$ cat src/rtl/alu_lane_sequencer_pkg.sv
// Shared widths, sequencer state and small helpers for the ALU lane sequencer.
// Scalar field widths mirror the execute request carried by the ALU dispatch port.
package alu_lane_sequencer_pkg;

  localparam int unsigned NUM_THREADS   = 8;
  localparam int unsigned XLEN          = 32;
  localparam int unsigned NT_WIDTH      = (NUM_THREADS > 1) ? $clog2(NUM_THREADS) : 1;
  localparam int unsigned UUID_WIDTH    = 44;
  localparam int unsigned WID_WIDTH     = 4;
  localparam int unsigned PC_WIDTH      = 32;
  localparam int unsigned OP_TYPE_WIDTH = 4;
  localparam int unsigned OP_ARGS_WIDTH = 16;
  localparam int unsigned RD_WIDTH      = 5;

  typedef enum logic [0:0] {
    SeqIdle = 1'b0,
    SeqBusy = 1'b1
  } seq_state_e;

  function automatic int unsigned num_batches(int unsigned lanes);
    return NUM_THREADS / lanes;
  endfunction

  function automatic int unsigned pid_bits(int unsigned lanes);
    return (num_batches(lanes) > 1) ? $clog2(num_batches(lanes)) : 0;
  endfunction

  // Zero-bit pid still needs a one-bit port.
  function automatic int unsigned pid_width(int unsigned lanes);
    return (pid_bits(lanes) > 0) ? pid_bits(lanes) : 1;
  endfunction

  function automatic int unsigned lane_bits(int unsigned lanes);
    return (lanes > 1) ? $clog2(lanes) : 1;
  endfunction

  // Index of the lowest set bit; 0 when the vector is empty.
  function automatic int unsigned lowest_set(logic [NUM_THREADS-1:0] v);
    int unsigned        idx;
    logic [NUM_THREADS-1:0] t;
    idx = 0;
    for (int unsigned i = 0; i < NUM_THREADS; i++) begin
      t = v >> (NUM_THREADS - 1 - i);
      if (t[0]) idx = NUM_THREADS - 1 - i;
    end
    return idx;
  endfunction

endpackage

$ cat src/rtl/alu_lane_slice.sv
// Extracts lane batch cur_i (tmask and operand data) from the full-warp holding register.
module alu_lane_slice
  import alu_lane_sequencer_pkg::*;
#(
  parameter int unsigned NUM_LANES = 1,
  parameter int unsigned PID_WIDTH = 1
) (
  input  logic [PID_WIDTH-1:0]        cur_i,
  input  logic [NUM_THREADS-1:0]      tmask_i,
  input  logic [NUM_THREADS*XLEN-1:0] rs1_i,
  input  logic [NUM_THREADS*XLEN-1:0] rs2_i,
  input  logic [NUM_THREADS*XLEN-1:0] rs3_i,
  output logic [NUM_LANES-1:0]        tmask_o,
  output logic [NUM_LANES*XLEN-1:0]   rs1_o,
  output logic [NUM_LANES*XLEN-1:0]   rs2_o,
  output logic [NUM_LANES*XLEN-1:0]   rs3_o
);

  assign tmask_o = NUM_LANES'(tmask_i >> (cur_i * NUM_LANES));
  assign rs1_o   = (NUM_LANES * XLEN)'(rs1_i >> (cur_i * NUM_LANES * XLEN));
  assign rs2_o   = (NUM_LANES * XLEN)'(rs2_i >> (cur_i * NUM_LANES * XLEN));
  assign rs3_o   = (NUM_LANES * XLEN)'(rs3_i >> (cur_i * NUM_LANES * XLEN));

endmodule

$ cat src/rtl/alu_lane_sequencer.sv
// Splits one full-warp ALU request into NUM_LANES-wide batches, skipping empty batches,
// and tags each with pid/sop/eop and a batch-local leader tid.
module alu_lane_sequencer
  import alu_lane_sequencer_pkg::*;
#(
  parameter int unsigned NUM_LANES = 1,
  parameter int unsigned BLOCK_IDX = 0
) (
  input  logic                            clk,
  input  logic                            reset,
  input  logic                            in_valid,
  output logic                            in_ready,
  input  logic [UUID_WIDTH-1:0]           in_uuid,
  input  logic [WID_WIDTH-1:0]            in_wid,
  input  logic [NUM_THREADS-1:0]          in_tmask,
  input  logic [PC_WIDTH-1:0]             in_pc,
  input  logic [OP_TYPE_WIDTH-1:0]        in_op_type,
  input  logic [OP_ARGS_WIDTH-1:0]        in_op_args,
  input  logic [RD_WIDTH-1:0]             in_rd,
  input  logic                            in_wb,
  input  logic [NUM_THREADS*XLEN-1:0]     in_rs1_data,
  input  logic [NUM_THREADS*XLEN-1:0]     in_rs2_data,
  input  logic [NUM_THREADS*XLEN-1:0]     in_rs3_data,
  input  logic [NT_WIDTH-1:0]             in_tid,
  output logic                            out_valid,
  input  logic                            out_ready,
  output logic [UUID_WIDTH-1:0]           out_uuid,
  output logic [WID_WIDTH-1:0]            out_wid,
  output logic [NUM_LANES-1:0]            out_tmask,
  output logic [PC_WIDTH-1:0]             out_pc,
  output logic [OP_TYPE_WIDTH-1:0]        out_op_type,
  output logic [OP_ARGS_WIDTH-1:0]        out_op_args,
  output logic [RD_WIDTH-1:0]             out_rd,
  output logic                            out_wb,
  output logic [NUM_LANES*XLEN-1:0]       out_rs1_data,
  output logic [NUM_LANES*XLEN-1:0]       out_rs2_data,
  output logic [NUM_LANES*XLEN-1:0]       out_rs3_data,
  output logic [pid_width(NUM_LANES)-1:0] out_pid,
  output logic                            out_sop,
  output logic                            out_eop,
  output logic [NT_WIDTH-1:0]             out_tid
);

  localparam int unsigned NB        = num_batches(NUM_LANES);
  localparam int unsigned PID_WIDTH = pid_width(NUM_LANES);
  localparam int unsigned LANE_BITS = lane_bits(NUM_LANES);

  seq_state_e state_q, state_d;
  logic [NB-1:0] rem_q, rem_d, rem_init;
  logic          sop_q, sop_d;

  logic [UUID_WIDTH-1:0]       uuid_q;
  logic [WID_WIDTH-1:0]        wid_q;
  logic [NUM_THREADS-1:0]      tmask_q;
  logic [PC_WIDTH-1:0]         pc_q;
  logic [OP_TYPE_WIDTH-1:0]    op_type_q;
  logic [OP_ARGS_WIDTH-1:0]    op_args_q;
  logic [RD_WIDTH-1:0]         rd_q;
  logic                        wb_q;
  logic [NUM_THREADS*XLEN-1:0] rs1_q, rs2_q, rs3_q;
  logic [NT_WIDTH-1:0]         tid_q;

  logic [PID_WIDTH-1:0] cur;
  logic [LANE_BITS-1:0] lane_idx;
  logic                 last_batch;
  logic                 in_fire;
  logic                 out_fire;

  // Block index is a trace tag only; tid_q/lane_idx are each dead in one of the tid modes.
  logic unused_trace;
  assign unused_trace = ^{BLOCK_IDX, tid_q, lane_idx};

  // Remaining-batch mask for an incoming warp; an empty warp still emits batch 0.
  always_comb begin
    rem_init = '0;
    for (int unsigned b = 0; b < NB; b++) begin
      if (|NUM_LANES'(in_tmask >> (b * NUM_LANES))) rem_init = rem_init | (NB'(1) << b);
    end
    if (in_tmask == '0) rem_init = NB'(1);
  end

  assign cur        = PID_WIDTH'(lowest_set(NUM_THREADS'(rem_q)));
  assign last_batch = $onehot(rem_q);

  always_comb begin
    state_d   = state_q;
    rem_d     = rem_q;
    sop_d     = sop_q;
    out_valid = (state_q == SeqBusy);
    out_fire  = out_valid & out_ready;
    in_ready  = (state_q == SeqIdle) | (out_fire & last_batch);
    in_fire   = in_valid & in_ready;

    unique case (state_q)
      SeqIdle: if (in_fire) state_d = SeqBusy;
      SeqBusy: if (out_fire && last_batch && !in_fire) state_d = SeqIdle;
      default: state_d = SeqIdle;
    endcase

    if (out_fire) begin
      rem_d = rem_q & ~(NB'(1) << cur);
      sop_d = 1'b0;
    end
    // A new warp taken on the eop beat overrides the retiring warp's update.
    if (in_fire) begin
      rem_d = rem_init;
      sop_d = 1'b1;
    end
  end

  always_ff @(posedge clk or negedge reset) begin
    if (!reset) begin
      state_q <= SeqIdle;
      rem_q   <= '0;
      sop_q   <= 1'b1;
    end else begin
      state_q <= state_d;
      rem_q   <= rem_d;
      sop_q   <= sop_d;
    end
  end

  always_ff @(posedge clk or negedge reset) begin
    if (!reset) begin
      uuid_q    <= '0;
      wid_q     <= '0;
      tmask_q   <= '0;
      pc_q      <= '0;
      op_type_q <= '0;
      op_args_q <= '0;
      rd_q      <= '0;
      wb_q      <= 1'b0;
      rs1_q     <= '0;
      rs2_q     <= '0;
      rs3_q     <= '0;
      tid_q     <= '0;
    end else if (in_fire) begin
      uuid_q    <= in_uuid;
      wid_q     <= in_wid;
      tmask_q   <= in_tmask;
      pc_q      <= in_pc;
      op_type_q <= in_op_type;
      op_args_q <= in_op_args;
      rd_q      <= in_rd;
      wb_q      <= in_wb;
      rs1_q     <= in_rs1_data;
      rs2_q     <= in_rs2_data;
      rs3_q     <= in_rs3_data;
      tid_q     <= in_tid;
    end
  end

  alu_lane_slice #(
    .NUM_LANES(NUM_LANES),
    .PID_WIDTH(PID_WIDTH)
  ) u_slice (
    .cur_i   (cur),
    .tmask_i (tmask_q),
    .rs1_i   (rs1_q),
    .rs2_i   (rs2_q),
    .rs3_i   (rs3_q),
    .tmask_o (out_tmask),
    .rs1_o   (out_rs1_data),
    .rs2_o   (out_rs2_data),
    .rs3_o   (out_rs3_data)
  );

  assign lane_idx = LANE_BITS'(lowest_set(NUM_THREADS'(out_tmask)));

  if (NB == 1) begin : g_pass
    assign out_tid = tid_q;
  end else begin : g_split
    assign out_tid = NT_WIDTH'(cur * NUM_LANES + lane_idx);
  end

  assign out_uuid    = uuid_q;
  assign out_wid     = wid_q;
  assign out_pc      = pc_q;
  assign out_op_type = op_type_q;
  assign out_op_args = op_args_q;
  assign out_rd      = rd_q;
  assign out_wb      = wb_q;
  assign out_pid     = cur;
  assign out_sop     = out_valid & sop_q;
  assign out_eop     = last_batch;

endmodule

$ cat config.mk
export PLATFORM = sky130hd
export DESIGN_NAME = alu_lane_sequencer
export DESIGN_NICKNAME = d
export VERILOG_FILES = /design/src/rtl/alu_lane_sequencer_pkg.sv /design/src/rtl/alu_lane_slice.sv /design/src/rtl/alu_lane_sequencer.sv
export SDC_FILE = /design/constraint.sdc
export NUM_CORES = 2
export LEC_CHECK = 0
export CAP_MARGIN = 20
export CORE_AREA = 2 2 434 436
export CTS_BUF_LIST = sky130_fd_sc_hd__clkbuf_4
export CTS_CLUSTER_DIAMETER = 120
export CTS_CLUSTER_SIZE = 14
export DETAILED_ROUTE_END_ITERATION = 8
export DIE_AREA = 0 0 436 438
export DONT_BUFFER_PORTS = 1
export GPL_TIMING_DRIVEN = 0
export PLACE_DENSITY = 0.41
export SLEW_MARGIN = 20
export SYNTH_ARGS = -nofsm -noshare
export SYNTH_HDL_FRONTEND = slang
export SYNTH_SLANG_ARGS = --single-unit
$ cat constraint.sdc
create_clock -name clk -period 6.3 [get_ports clk]
set_input_delay 0.945 -clock clk [delete_from_list [all_inputs] [get_ports clk]]
set_output_delay 0.945 -clock clk [all_outputs]
set_load 0.01 [all_outputs]
Word level (Yosys, flattened, before mapping)
Cells that the tools add are included.

Logic and storage cells: 64. Output and inout bits: 213. Bits of input ports: 889. Flip-flop bits (word level): 892.

Shift-type cells: 5. Mux-type cells: 24. Reduce and logical (&&, ||, !) cells: 5. Add/sub/neg operators: 7. Bitwise gates (word level): 8. Equal/unequal tests: 1.

Operators by type and width (number): $shr A256 B8 Y32 (3); $mux W8 (4); $mux W3 (9); $add A1 B1 Y2 (4); $and A8 B8 Y8 (1); $logic_not A8 Y1 (1); $not A8 Y8 (1); $shl A1 B3 Y8 const A (1); $shr A8 B3 Y1 (1); $mux W7 (1); $add A2 B2 Y3 (2); $mux W6 (1); $mux W1 (5); $mux W5 (1); $add A3 B3 Y4 (1); $and A1 B1 Y1 (4); $eq A4 B1 Y1 const B (1); $mux W4 (1); $logic_and A1 B1 Y1 (2); $mux W2 (1); $pmux W1 S2 (1); $reduce_bool A2 Y1 (1); $logic_not A1 Y1 (1); $not A1 Y1 (1); $or A1 B1 Y1 (1).

Longest topological paths before layout
Depth in word-level cells: 13. Depth in mapped cells: 20. Mapped depth without buffers: 14.

Cells and area by module
A second synthesis with hierarchy kept.

Cell total of the unflattened synthesis: 4162. Area total of the unflattened synthesis: 39709.3 um^2.

By module, submodules not included: alu_lane_sequencer (area an instance 33890.0 um^2, cells an instance 3816, instances 1); alu_lane_slice (area an instance 5819.3 um^2, cells an instance 346, instances 1).

Least setup slack after synthesis
OpenSTA, ideal clock, no wires.

Path kind: flip-flop to flip-flop. Start point: register rem_q[1]. End point: register op_args_q[0] (netlist: out_op_args[0]). Data arrival time: 4.777 ns. Cell stages (with the launch flop): 21. Path slack: 1.458 ns. Clock period less this slack: 4.842 ns. Cells stage by stage: dfrtp_1 -> inv_1 -> clkbuf_1 -> clkbuf_1 -> fa_1 -> fa_1 -> fa_1 -> inv_1 -> ha_1 -> inv_1 -> fa_1 -> nor2_1 -> a31oi_1 -> o31ai_1 -> and2_1 -> buf_2 -> buf_2 -> buf_2 -> buf_2 -> nand2_1 -> nand2_1.

Cells in the longest elaborated chain, start to end: 7.

Ends and longest elaborated chain: start: declaration (line alu_lane_sequencer.sv:49) `logic [NB-1:0] rem_q, rem_d, rem_init;`; start signal: assignment (line alu_lane_sequencer.sv:118) `rem_q <= rem_d;`; $add A1 B1 Y2 (implied by the code) (line alu_lane_sequencer.sv:83) `assign last_batch = $onehot(rem_q);`; $add A2 B2 Y3 (implied by the code) (line alu_lane_sequencer.sv:83); $add A3 B3 Y4 (implied by the code) (line alu_lane_sequencer.sv:83); $eq A4 B1 Y1 (line alu_lane_sequencer.sv:83); $and A1 B1 Y1 (line alu_lane_sequencer.sv:91) `in_ready = (state_q == SeqIdle) | (out_fire & last_batch);`; $or A1 B1 Y1 (line alu_lane_sequencer.sv:91); net in_ready (line alu_lane_sequencer.sv:12) `output logic in_ready,`; $and A1 B1 Y1 (line alu_lane_sequencer.sv:92) `in_fire = in_valid & in_ready;`; end signal: assignment (line alu_lane_sequencer.sv:143) `op_args_q <= in_op_args;`; end: declaration (line alu_lane_sequencer.sv:57) `logic [OP_ARGS_WIDTH-1:0] op_args_q;`.

The timed path passes the listed nets, and every way through them passes these cells. A chain may end at the register's enable or synchronous reset.

Final worst setup path
Start point: register rem_q[1]. End point: output out_eop.

Cells in the longest elaborated chain, start to end: 4.

Ends and longest elaborated chain: $add A1 B1 Y2 (implied by the code) (line alu_lane_sequencer.sv:83); $add A2 B2 Y3 (implied by the code) (line alu_lane_sequencer.sv:83); $add A3 B3 Y4 (implied by the code) (line alu_lane_sequencer.sv:83); $eq A4 B1 Y1 (line alu_lane_sequencer.sv:83); end: declaration (line alu_lane_sequencer.sv:40) `output logic out_eop,`.

Every way passes these cells.

==> results by group <==
Drt
  – 1st-iter DRT viols: 3259
  – Routed WL per cell: ~31 um
  – Via count: roughly 40000
  – Routed Antenna Nets: 0
  – Vias per Instance: between 4 and 5
  – Detailed Routing Iterations Pass 1: 6
  – Final wirelength: around 260000 um
  – Detailed-route DRC error count: 0

Final layout
  – Layout area overhead: 32.83%
  – Layout cells sized above 1: 0.09293
  – FILL cells: between 20000 and 25000
  – Commonest non-fill, non-tap cell in the layout: nand2_1
  – Final core area utilization: 0.2914
  – Fin cells: 8350
  – Commonest cells after routing, fill and taps aside: 2646 x nand2_1, 890 x dfrtp_1, 887 x dlygate4sd3_1
  – Nets: between 6000 and 7000

Clocking
  – Clock root buffer: clkbuf_4
  – Max Root-Sink Buffers: 3
  – CTS tree: built
  – Worst-path clk slew: around 0.18 ns
  – Clk sinks: 892
  – H-tree depth: 3
  – CTS buffer count: 77
  – Worst skew pair latency: 1.21 ns

Worst setup path
  – WS Path Type: reg -> out
  – Required @ worst endpoint: ~5.4 ns
  – Worst setup SP type: flip-flop
  – Max incr delay on CP: roughly 0.54 ns
  – Worst path arrival time: 4.99 ns
  – CP Max Fanout: 10
  – Crit-path cells: clkinvlp_4, clkbuf_4, fa_1, fa_1, fa_1, inv_1, ha_1, inv_1, fa_1, nor2_1, a31oi_2, nor2_1
  – Critical path depth in cells: 12
  – Most common cell on crit path: fa_1
  – Worst R2R Path Depth: 19
  – CP endpoint kind: primary output
  – CP max-delay cell: dfrtp_2
  – Worst path bufs/invs: 4
  – Top delay family on crit path: adder cells

STA
  – Final setup vio count: 0
  – Fin crit period: 5.931 ns
  – Slew @ Worst Pin: 1.199 ns
  – F_max: roughly 170 MHz
  – Slew Limit Fails: 0
  – Final count of hold timing violations: 0
  – Relative slew slack: 0.1976
  – Fin Clk Skew: between 0.1 and 0.15 ns
  – Period utilization: 0.9414
  – RSZ-0062 raised after global routing: no

Logic synthesis
  – #FFs+latches synth: 892
  – Mapped Area: approximately 0.04 mm^2
  – Ys flop type: dfrtp_1
  – Number of flops mapped to enable cells by yosys: 0
  – Post-synthesis sequential area ratio: 0.5454
  – Synth async-reset ratio: 1.000
  – Synthesized Nets: 5665
  – Post-synth cell types: between 40 and 50
  – Post-Syn Instances: between 4000 and 5000
  – Avg Inst Size Synth: 8.583 um^2
  – Ys Warns: 0

Placed design
  – Placed insts: about 7300
  – HPWL Detailed: about 200000 um
  – Placer Congestion: approximately 0.94
  – Port bufs: 0

Min path
  – Hold path depth: 3
  – Worst hold-check path type: in -> reg

Global route
  – Initial antenna violation count: between 90 and 100
  – First-pass GRT wire length: between 300000 and 400000 um
  – Pin count of the biggest net entering global routing: roughly 900
  – Global route total overflow: 0
  – Number of global-route vias before repair: 40756
  – GRT Util Overall: 0.2641

Floorplan
  – FP Rows: 159
  – Die area: ~0.19 mm^2
  – Initial Utilization: 0.2193
  – Die Span Y: about 440 um
  – Core ar.: between 0.15 and 0.2 mm^2
  – Die width: 436 um
  – Top Ports: 1102

Outcome
  – Status: complete, no violations

Run
  – MaxCap Viol Count: 0
[cells by family after synthesis]
kind of cell	synth area share
and+or+nand+nor	0.2643
DFF	0.5454
AOI/OAI and AO/OA	0.1153
buffers and inverters	0.04387
muxes	0.02834
adders and majority gates	0.002874
[worst paths after layout]
path	startpoint	endpoint	slack, ns
min	in_valid	rem_q[1]$_DFFE_PN0P_	0.24
min in group asynchronous	reset	rs3_q[185]$_DFFE_PN0P_	0.61
min reg2reg	sop_q$_DFFE_PN1P_	sop_q$_DFFE_PN1P_	0.48
max in group asynchronous	reset	rs1_q[240]$_DFFE_PN0P_	2.84
max	rem_q[1]$_DFFE_PN0P_	out_eop	0.37
max reg2reg	rem_q[1]$_DFFE_PN0P_	out_uuid[1]$_DFFE_PN0P_	0.37
[state kept, by name, summed over array words and instances (netlist names), 4 cells and up]
name	flops
rs1_q	256
rs2_q	256
rs3_q	256
out_uuid	44
out_pc	32
out_op_args	16
rem_q	8
tmask_q	8
out_rd	5
out_op_type	4
out_wid	4
[cells in the mapped netlist, types with 2 or more instances]
cell      count  share of area
a221oi_2     79          0.029
nor2_1       47         0.0043
a21boi_0      3        0.00055
buf_2       139          0.017
inv_2         2        0.00018
nand2_1    2646           0.24
a21oi_1      93          0.011
a211oi_1     27         0.0050
a221oi_1     86          0.018
o21a_1       33         0.0061
inv_1        79         0.0072
buf_4        13         0.0024
nor3_1        2        0.00024
nor2b_1      67          0.010
buf_1         8        0.00073
o211ai_1     27         0.0050
o21ai_0      99          0.012
fa_1          4         0.0020
clkbuf_1    157          0.014
a22o_1        4        0.00086
mux2_2      103          0.028
and2_1        3        0.00046
o221a_1      12         0.0033
a221o_1      73          0.018
o221a_2      15         0.0041
ha_1          3        0.00092
buf_6         7         0.0019
dfrtp_1     891           0.54
nand2b_1     30         0.0046
[final cells by class]
class	instances	area, um^2	share of cell area
Inverter	81	307.8	0.005661
Tap cell	2495	3122	0.05742
Antenna cell	87	217.7	0.004004
Clock buffer	85	638.1	0.01174
Timing Repair Buffer	904	9235	0.1699
Clock inverter	11	127.6	0.002347
Sequential cell	892	22320	0.4106
Multi-Input combinational cell	3472	16830	0.3096
Buffer	323	1563	0.02874
[metal layers]
metal	global-route usage	vias up	share of wire
met2	0.4507	2048	0.49
met5	0	-	0.00043
met4	0.1401	16	0.061
li1	-	17412	-
met3	0.04745	594	0.062
met1	0.3159	19810	0.39
[tightest hold or removal path, delay by kind of cell]
family             cells  cell delay, ns
AOI/OAI and AO/OA      2            0.33
and+or+nand+nor        1            0.07
[repair_timing]
item / CTS / global route
cloned: 0 / 0
hold endpoints to repair: 1784 / 172
endpoints found under the setup margin: 896 / 84
hold buffers: 885 / 2
buffers inserted: 1 / 0
resized for setup: 22 / 28
[stage by stage]
step	instance area [um^2]	hold slack (ns)	setup WS, ns	setup TNS [ns]
after CTS	53950	-0.6858	0.02325	0
final	54370	0.2382	0.3692	0
after global placement	44050	0.4525	-2.457	-1507.57
after floorplan	40930	0.4369	1.458	0
after global routing	54330	0.1145	0.06017	0
after detailed placement	44270	0.4532	-1.696	-1153.73
Power is left out: the tool's default activity adds up to more than one toggle a clock period on the data nets, which glitch-free logic cannot reach.
